$ cat src/rtl/alu_pkg.sv
// alu_pkg - shared definitions for the ALU front-end controller.
//   ALU_WIDTH : default datapath width
//   op_e      : request/ALU opcode encoding (OP_MUL is sequencer-only)
//   state_e   : sequencer FSM states
package alu_pkg;

   localparam int unsigned ALU_WIDTH = 32;

   typedef enum logic [2:0] {
      OP_AND = 3'b000,
      OP_OR  = 3'b001,
      OP_XOR = 3'b010,
      OP_ADD = 3'b011,
      OP_SUB = 3'b100,
      OP_SLT = 3'b101,
      OP_NOR = 3'b110,
      OP_MUL = 3'b111
   } op_e;

   typedef enum logic [1:0] {
      ST_IDLE = 2'b00,
      ST_EXEC = 2'b01,
      ST_MUL  = 2'b10,
      ST_DONE = 2'b11
   } state_e;

endpackage

$ cat src/rtl/alu_mul_step_cnt.sv
// alu_mul_step_cnt - step counter for the iterative shift-add multiply.
//   clk, reset : clock, asynchronous active-high reset
//   clr        : synchronous clear (new multiply accepted)
//   en         : advance one step
//   last       : high while the counter holds the final step index WIDTH-1
module alu_mul_step_cnt #(
   parameter int unsigned WIDTH = 32,
   parameter int unsigned CNT_W = 6
) (
   input  logic clk,
   input  logic reset,
   input  logic clr,
   input  logic en,
   output logic last
);

   logic [CNT_W-1:0] cnt;

   always_ff @(posedge clk or posedge reset) begin
      if (reset)
         cnt <= '0;
      else if (clr)
         cnt <= '0;
      else if (en)
         cnt <= cnt + 1'b1;
   end

   assign last = (cnt == CNT_W'(WIDTH - 1));

endmodule

$ cat src/rtl/alu_op_sequencer.sv
// alu_op_sequencer - front-end controller for the shared 32-bit ALU.
// Accepts one request at a time (req_*), drives the ALU (alu_*), and returns
// a registered result (rsp_*). MUL is an unsigned WIDTH-step shift-add that
// reuses the ALU adder; rsp_hi carries the high product half (0 otherwise).
// Ports:
//   clk, reset                      : clock, asynchronous active-high reset
//   req_valid/req_ready             : request handshake
//   req_op, req_a, req_b            : opcode and operands
//   alu_op, alu_a, alu_b            : ALU drive (zero outside EXEC/MUL)
//   alu_y, alu_cout                 : ALU result and adder carry-out
//   rsp_valid/rsp_ready             : response handshake
//   rsp_lo, rsp_hi                  : result / product halves
// Optional (macro ALU_SEQ_FLAGS_EN): rsp_zero, rsp_carry, rsp_ovf flags,
// registered alongside rsp_lo.
module alu_op_sequencer
   import alu_pkg::*;
#(
   parameter int unsigned WIDTH = ALU_WIDTH,
   parameter int unsigned CNT_W = 6
) (
   input  logic             clk,
   input  logic             reset,
   input  logic             req_valid,
   output logic             req_ready,
   input  logic [2:0]       req_op,
   input  logic [WIDTH-1:0] req_a,
   input  logic [WIDTH-1:0] req_b,
   output logic [2:0]       alu_op,
   output logic [WIDTH-1:0] alu_a,
   output logic [WIDTH-1:0] alu_b,
   input  logic [WIDTH-1:0] alu_y,
   input  logic             alu_cout,
   output logic             rsp_valid,
   input  logic             rsp_ready,
   output logic [WIDTH-1:0] rsp_lo,
   output logic [WIDTH-1:0] rsp_hi
`ifdef ALU_SEQ_FLAGS_EN
  ,output logic             rsp_zero,
   output logic             rsp_carry,
   output logic             rsp_ovf
`endif
);

   state_e           state, state_n;
   op_e              op_q;
   logic [WIDTH-1:0] a_q, b_q;
   logic [WIDTH-1:0] p_hi, p_lo;
   logic             accept;
   logic             last;
   logic [2*WIDTH-1:0] prod_n;

   // {alu_cout, alu_y, p_lo} >> 1, truncated to 2*WIDTH bits
   assign prod_n = {alu_cout, alu_y, p_lo[WIDTH-1:1]};

   assign req_ready = (state == ST_IDLE);

   alu_mul_step_cnt #(
      .WIDTH (WIDTH),
      .CNT_W (CNT_W)
   ) u_cnt (
      .clk   (clk),
      .reset (reset),
      .clr   (accept),
      .en    (state == ST_MUL),
      .last  (last)
   );

   always_ff @(posedge clk or posedge reset) begin
      if (reset)
         state <= ST_IDLE;
      else
         state <= state_n;
   end

   always_comb begin
      state_n = state;
      accept  = 1'b0;
      alu_op  = OP_AND;
      alu_a   = '0;
      alu_b   = '0;
      case (state)
         ST_IDLE: begin
            if (req_valid) begin
               accept  = 1'b1;
               state_n = (op_e'(req_op) == OP_MUL) ? ST_MUL : ST_EXEC;
            end
         end
         ST_EXEC: begin
            alu_op  = op_q;
            alu_a   = a_q;
            alu_b   = b_q;
            state_n = ST_DONE;
         end
         ST_MUL: begin
            alu_op = OP_ADD;
            alu_a  = p_hi;
            alu_b  = p_lo[0] ? a_q : '0;
            if (last)
               state_n = ST_DONE;
         end
         ST_DONE: begin
            if (rsp_ready)
               state_n = ST_IDLE;
         end
         default: state_n = ST_IDLE;
      endcase
   end

`ifdef ALU_SEQ_FLAGS_EN
   logic is_addsub, ovf_add, ovf_sub;
   assign is_addsub = (op_q == OP_ADD) || (op_q == OP_SUB);
   // Signed overflow: ADD when operands agree in sign, SUB when they differ,
   // and the result sign differs from A.
   assign ovf_add = (a_q[WIDTH-1] == b_q[WIDTH-1]) && (alu_y[WIDTH-1] != a_q[WIDTH-1]);
   assign ovf_sub = (a_q[WIDTH-1] != b_q[WIDTH-1]) && (alu_y[WIDTH-1] != a_q[WIDTH-1]);
`endif

   always_ff @(posedge clk or posedge reset) begin
      if (reset) begin
         op_q      <= OP_AND;
         a_q       <= '0;
         b_q       <= '0;
         p_hi      <= '0;
         p_lo      <= '0;
         rsp_valid <= 1'b0;
         rsp_lo    <= '0;
         rsp_hi    <= '0;
`ifdef ALU_SEQ_FLAGS_EN
         rsp_zero  <= 1'b0;
         rsp_carry <= 1'b0;
         rsp_ovf   <= 1'b0;
`endif
      end else begin
         case (state)
            ST_IDLE: begin
               if (accept) begin
                  op_q <= op_e'(req_op);
                  a_q  <= req_a;
                  b_q  <= req_b;
                  p_hi <= '0;
                  p_lo <= req_b;
               end
            end
            ST_EXEC: begin
               rsp_lo    <= alu_y;
               rsp_hi    <= '0;
               rsp_valid <= 1'b1;
`ifdef ALU_SEQ_FLAGS_EN
               rsp_zero  <= (alu_y == '0);
               rsp_carry <= is_addsub & alu_cout;
               rsp_ovf   <= ((op_q == OP_ADD) & ovf_add) | ((op_q == OP_SUB) & ovf_sub);
`endif
            end
            ST_MUL: begin
               {p_hi, p_lo} <= prod_n;
               if (last) begin
                  {rsp_hi, rsp_lo} <= prod_n;
                  rsp_valid        <= 1'b1;
`ifdef ALU_SEQ_FLAGS_EN
                  rsp_zero  <= (prod_n == '0);
                  rsp_carry <= 1'b0;
                  rsp_ovf   <= 1'b0;
`endif
               end
            end
            ST_DONE: begin
               if (rsp_ready)
                  rsp_valid <= 1'b0;
            end
            default: ;
         endcase
      end
   end

endmodule
$ cat config.mk
export PLATFORM = sky130hd
export DESIGN_NAME = alu_op_sequencer
export DESIGN_NICKNAME = d
export VERILOG_FILES = /design/src/rtl/alu_pkg.sv /design/src/rtl/alu_mul_step_cnt.sv /design/src/rtl/alu_op_sequencer.sv
export SDC_FILE = /design/constraint.sdc
export NUM_CORES = 1
export LEC_CHECK = 0
export CAP_MARGIN = 20
export CELL_PAD_IN_SITES_DETAIL_PLACEMENT = 0
export CELL_PAD_IN_SITES_GLOBAL_PLACEMENT = 2
export CORE_ASPECT_RATIO = 1.4
export CORE_MARGIN = 2
export CORE_UTILIZATION = 33
export CTS_CLUSTER_SIZE = 25
export DETAILED_ROUTE_END_ITERATION = 12
export PLACE_DENSITY = 0.95
export SLEW_MARGIN = 20
export SYNTH_ARGS = -nofsm -noshare
export SYNTH_HDL_FRONTEND = slang
export SYNTH_HIERARCHICAL = 1
export SYNTH_SLANG_ARGS = --single-unit
$ cat constraint.sdc
create_clock -name clk -period 15.3 [get_ports clk]
set_input_delay 3.06 -clock clk [delete_from_list [all_inputs] [get_ports clk]]
set_output_delay 3.06 -clock clk [all_outputs]
set_load 0.005 [all_outputs]
Yosys cells after proc, flatten, opt, wreduce, memory -nomap -nowiden
Cells that the tools add are included.
- bits in registers: 204
- input bits: 104
- output and inout port bits: 133
- word-level logic and storage cells: 54
- add/sub/neg operators: 1
- eq/ne operators: 9
- multiplexer cells: 24
- reduce and logical (&&, ||, !) cells: 10
- operators by type and width (cell ; count):
    32-bit one-hot mux with 2 select lines ; 6
    32-bit 2-to-1 mux ; 5
    6-bit 2-to-1 mux ; 2
    2-bit 2-to-1 mux ; 4
    2-bit one-hot mux with 4 select lines ; 1
    6-bit by 1-bit adder with 6-bit output (second input constant) ; 1
    6-bit by 5-bit == test with 1-bit output (second input constant) ; 1
    2-bit inequality test (second input constant) ; 3
    3-bit one-hot mux with 2 select lines ; 1
    2-bit AND reduction ; 3
    3-bit AND reduction ; 2
    2-bit nonzero test ; 3
    2-bit == test (second input constant) ; 2
    1-bit 2-to-1 mux ; 4
    3-bit == test (second input constant) ; 1
    1-bit one-hot mux with 3 select lines ; 1
    3-bit nonzero test ; 1
    2-bit by 1-bit == test with 1-bit output (second input constant) ; 1
    2-bit logical NOT ; 1
    2-bit by 1-bit inequality test with 1-bit output (second input constant) ; 1

Logic depth before layout (Yosys ltp)
- word-level depth: 4
- depth in mapped cells: 9
- mapped depth without buffers: 6

Cells and area by module
Netlist, hierarchy kept.
- modules (own cells, without submodules) (module ; times used ; cells an instance ; area each (um2) ; sequential area each (um2)):
    alu_op_sequencer ; 1 ; 845 ; 9023.7 ; 4954.8
    alu_mul_step_cnt ; 1 ; 27 ; 281.5 ; 150.1

Least setup slack after synthesis
Ideal clock, no wire load.
- path type: reg-to-output
- start: register state[0]
- end: output port alu_a[31]
- data arrival time: 1.591 ns
- data required time: 12.240 ns
- slack: 10.649 ns
- cell stages (with the launch flop): 8
- path buffers: 3
- cell sequence: dfrtp_1 > inv_1 > ha_1 > buf_2 > buf_4 > buf_4 > a22oi_1 > nor2_1
- longest elaborated chain between the ends: 2
- elaborated cells on any way between the ends: 3
- classes of those cells: eq/ne (2); mux (1)
- RTL lines (element ; RTL line ; source):
    start: declaration ; alu_op_sequencer.sv:44 ; state_e state, state_n;
    start signal: assignment ; alu_op_sequencer.sv:72 ; state <= state_n;
    2-bit == test / 2-bit by 1-bit == test with 1-bit output (equally long branches) ; alu_op_sequencer.sv:81 ; case (state)
    32-bit one-hot mux with 2 select lines (*) ; alu_op_sequencer.sv:81 ;
    end: declaration ; alu_op_sequencer.sv:29 ; output logic [WIDTH-1:0] alu_a,
Mark *: on every way between the ends. The rest lies on a longest branch, timed or not.

Final worst setup path
- start: register state[0]
- end: output port alu_b[15]
- longest elaborated chain between the ends: 2
- elaborated cells on any way between the ends: 3
- classes of those cells: eq/ne (2); mux (1)
- RTL lines (element ; RTL line ; source):
    2-bit == test / 2-bit by 1-bit == test with 1-bit output (equally long branches) ; alu_op_sequencer.sv:81 ;
    32-bit one-hot mux with 2 select lines (*) ; alu_op_sequencer.sv:81 ;
    end: declaration ; alu_op_sequencer.sv:30 ; output logic [WIDTH-1:0] alu_b,
Marks and branches as above.

==> run metrics <==
grt total ovfl=0; io pins=237; first drt pass iteration count=4; post-CTS setup buffer count=0; final setup vio count=0; CTS tree=yes; GRT Max-Usage Layer=met2; met2 Usage GRT=31.5%; Post-synth EDFFs=0; Routed Antenna Nets=0; critical path arrival=3.53 ns; post-CTS sizing=0; ys flop type=dfrtp_1; dpl hpwl=18000 um; Post-Syn Nets=984; Mean Syn Cell Area=10.7 sq um; Warnings, synthesis=6; Final Wtd Congestion=0.772; share of cells above drive strength 1=11.5%; first-pass GRT wire length=42100 um; post-route cell area=12600 sq um; Register Area=5100 sq um; core area=27700 sq um; Chip Width=146 um; cell count after placement=1420; Routed WL=26900 um; initial core utilization=33.6%; cell taking the most area after synthesis=dfrtp_1; met3 GRT Util=2.88%; Setup Skew=0.00969 ns; Critical Path End Type=output port; Tcrit/Tclk final=43.1%; fmax=152 MHz; vias in the first global route=7275; TNS Setup=0 ns; Hold Path Class=register to register; FILL cells=2632; initial antenna violation count=2; I/O Buffers=236; Clock transition at path regs=0.06 ns; largest net degree at the start of global routing=86; WL per Instance=18.4 um; kind of start point of the critical path=register; DRC violations left=0; measured slew at the worst slew-check pin=0.930 ns; Multi-input gate area=3820 sq um; gate count of the mapped netlist=872; WP data required=12.24 ns; clock root buffer master=clkbuf_16; max cap viols=0; RSZ-0062 raised after global routing=false; worst skew pair latency=0.50 ns; critical-path maximum fanout=36; Slew Viols, Final=0; TritonCTS buffer count=22; Peak supply drop=0.000110 V; placement row count=72; relative slew slack=38.0%; Cell Pwr Density=217 nW/um^2; top post-synthesis cells by count=dfrtp_1, nand2_1, o21ai_0, nor2_1, mux2i_1; DRT iter0 DRCs=314; Yosys reg bits=204; hold violation count in the final report=0; Die ar.=29600 sq um; status=complete, no violations; H-tree Lvls=1; Yosys top cell area share=54.9%; Lkg Pwr=5.20 nW; GRT Total Usage=17.8%; Die Y=203 um; minimum clock period=6.59 ns; sequential share of the synthesized area=54.9%; mapped cell area=9310 sq um; critical path class=register to output port; Final nets=1186; hold_buf cts=0; P&R area growth vs syn=35.2%; clock sinks=204; post-synthesis async set-or-reset flop share=100%; placed cell area=11900 sq um; Bufs on Longest Clock Path=3; top cells by area, synth=dfrtp_1, mux2i_1, o21ai_0, nand2_1, mux2_2; M1 GR Usage=22.2%; Synth cell types=30; worst hold slack=0.474 ns; via count=7127; Layout Cells excl Fill=1460; DR vias/cell=4.88; most frequent cell after synthesis=dfrtp_1
critical path, cell delays in order (launching register included):
cell	delay, ns
dfrtp_1	0.41
inv_1	0.20
ha_2	0.20
buf_4	0.44
and2_2	0.84
a22oi_1	0.25
nor2_1	0.15
clkdlybuf4s50_1	0.51
through the flow:
step	power, mW	setup slack [ns]	utilization [%]
2_1_floorplan	1.67	6.84	-
3_3_place_gp	2.22	9.23	42.9
3_5_place_dp	2.24	9.16	42.9
4_1_cts	2.78	8.61	45.5
5_1_grt	2.93	8.48	45.5
6_report	2.73	8.71	45.5
power by group:
group | switching [mW] | total, mW | internal (mW)
clock | 0.215 | 0.522 | 0.307
sequential | 0.182 | 0.983 | 0.802
combinational | 0.612 | 1.23 | 0.617
registers in the layout, indices dropped and copies added (netlist names):
name and cells:
p_lo 32, op_q 3, u_cnt/cnt 6, state 2, rsp_valid 1, a_q 32, rsp_hi 32, rsp_lo 32
b_q 32, p_hi 32
cell type report:
class,count,share of cell area [%]
multi-input combinational,592,30.4
antenna,2,0.0398
clock buffer,33,5.43
clock inverter,5,0.219
timing repair buffer,247,19.4
sequential,204,40.6
inverter,7,0.268
tap,370,3.68
layer usage:
metal	vias up	routed length, um
met5	-	0
met4	0	609
met1	3493	11100
met3	37	1240
li1	3406	-
met2	191	13900
cells by family after synthesis:
| logic type | synth area share, % |
|---|---|
| xor+xnor | 0.377 |
| flops | 54.9 |
| simple gates | 10.1 |
| mux | 16.3 |
| buf+inv | 4.59 |
| compound gates | 12.7 |
| fa+ha+maj | 1.08 |
placed cells by master, fill, tap and decap left out:
master           netlist  routed
diode_2                0       2
o21ai_1                3       3
nand4_1                2       2
buf_4                 10      11
inv_1                  7       5
mux2i_4                0       2
mux2i_1               68      66
nand4_2                1       1
and3_1                 1       1
xor2_1                 3       3
a21oi_1                3       3
a221oi_2               1       1
o21ai_0              128     128
dfrtp_1              204     204
nor2_1                71      71
ha_4                   0       1
or3_1                  1       1
clkdlybuf4s50_1        0     236
clkinv_2               0       4
and2_4                 0       1
ha_1                   8       5
xnor2_1                1       1
o31ai_1                2       2
clkbuf_16              0      23
clkbuf_1              17       3
clkinvlp_4             0       1
ha_2                   0       2
clkbuf_8               0       7
mux2_2                49      49
nand2_1              163     163
and2_2                 0       1
mux2_4                19      19
inv_8                  0       1
nor2b_1                1       1
nor3_1                 1       1
inv_2                  0       1
a22oi_1               64      64
path summary, 6_finish.rpt:
kind	endpoint	slack (ns)	cells past startpoint	start
min reg2reg	p_lo[0]$_DFFE_PP0P_	0.47	2	p_lo[0]$_DFFE_PP0P_
max in group asynchronous	b_q[2]$_DFFE_PP0P_	10.28	4	reset
max reg2reg	b_q[23]$_DFFE_PP0P_	12.51	5	state[0]$_DFFE_PP0P_
min in group asynchronous	u_cnt/cnt[5]$_DFFE_PP0P_	2.99	2	reset
max	alu_b[15]	8.71	7	state[0]$_DFFE_PP0P_
min	p_lo[0]$_DFFE_PP0P_	0.47	2	p_lo[0]$_DFFE_PP0P_
No activity file was read; power rests on OpenSTA's default activity.
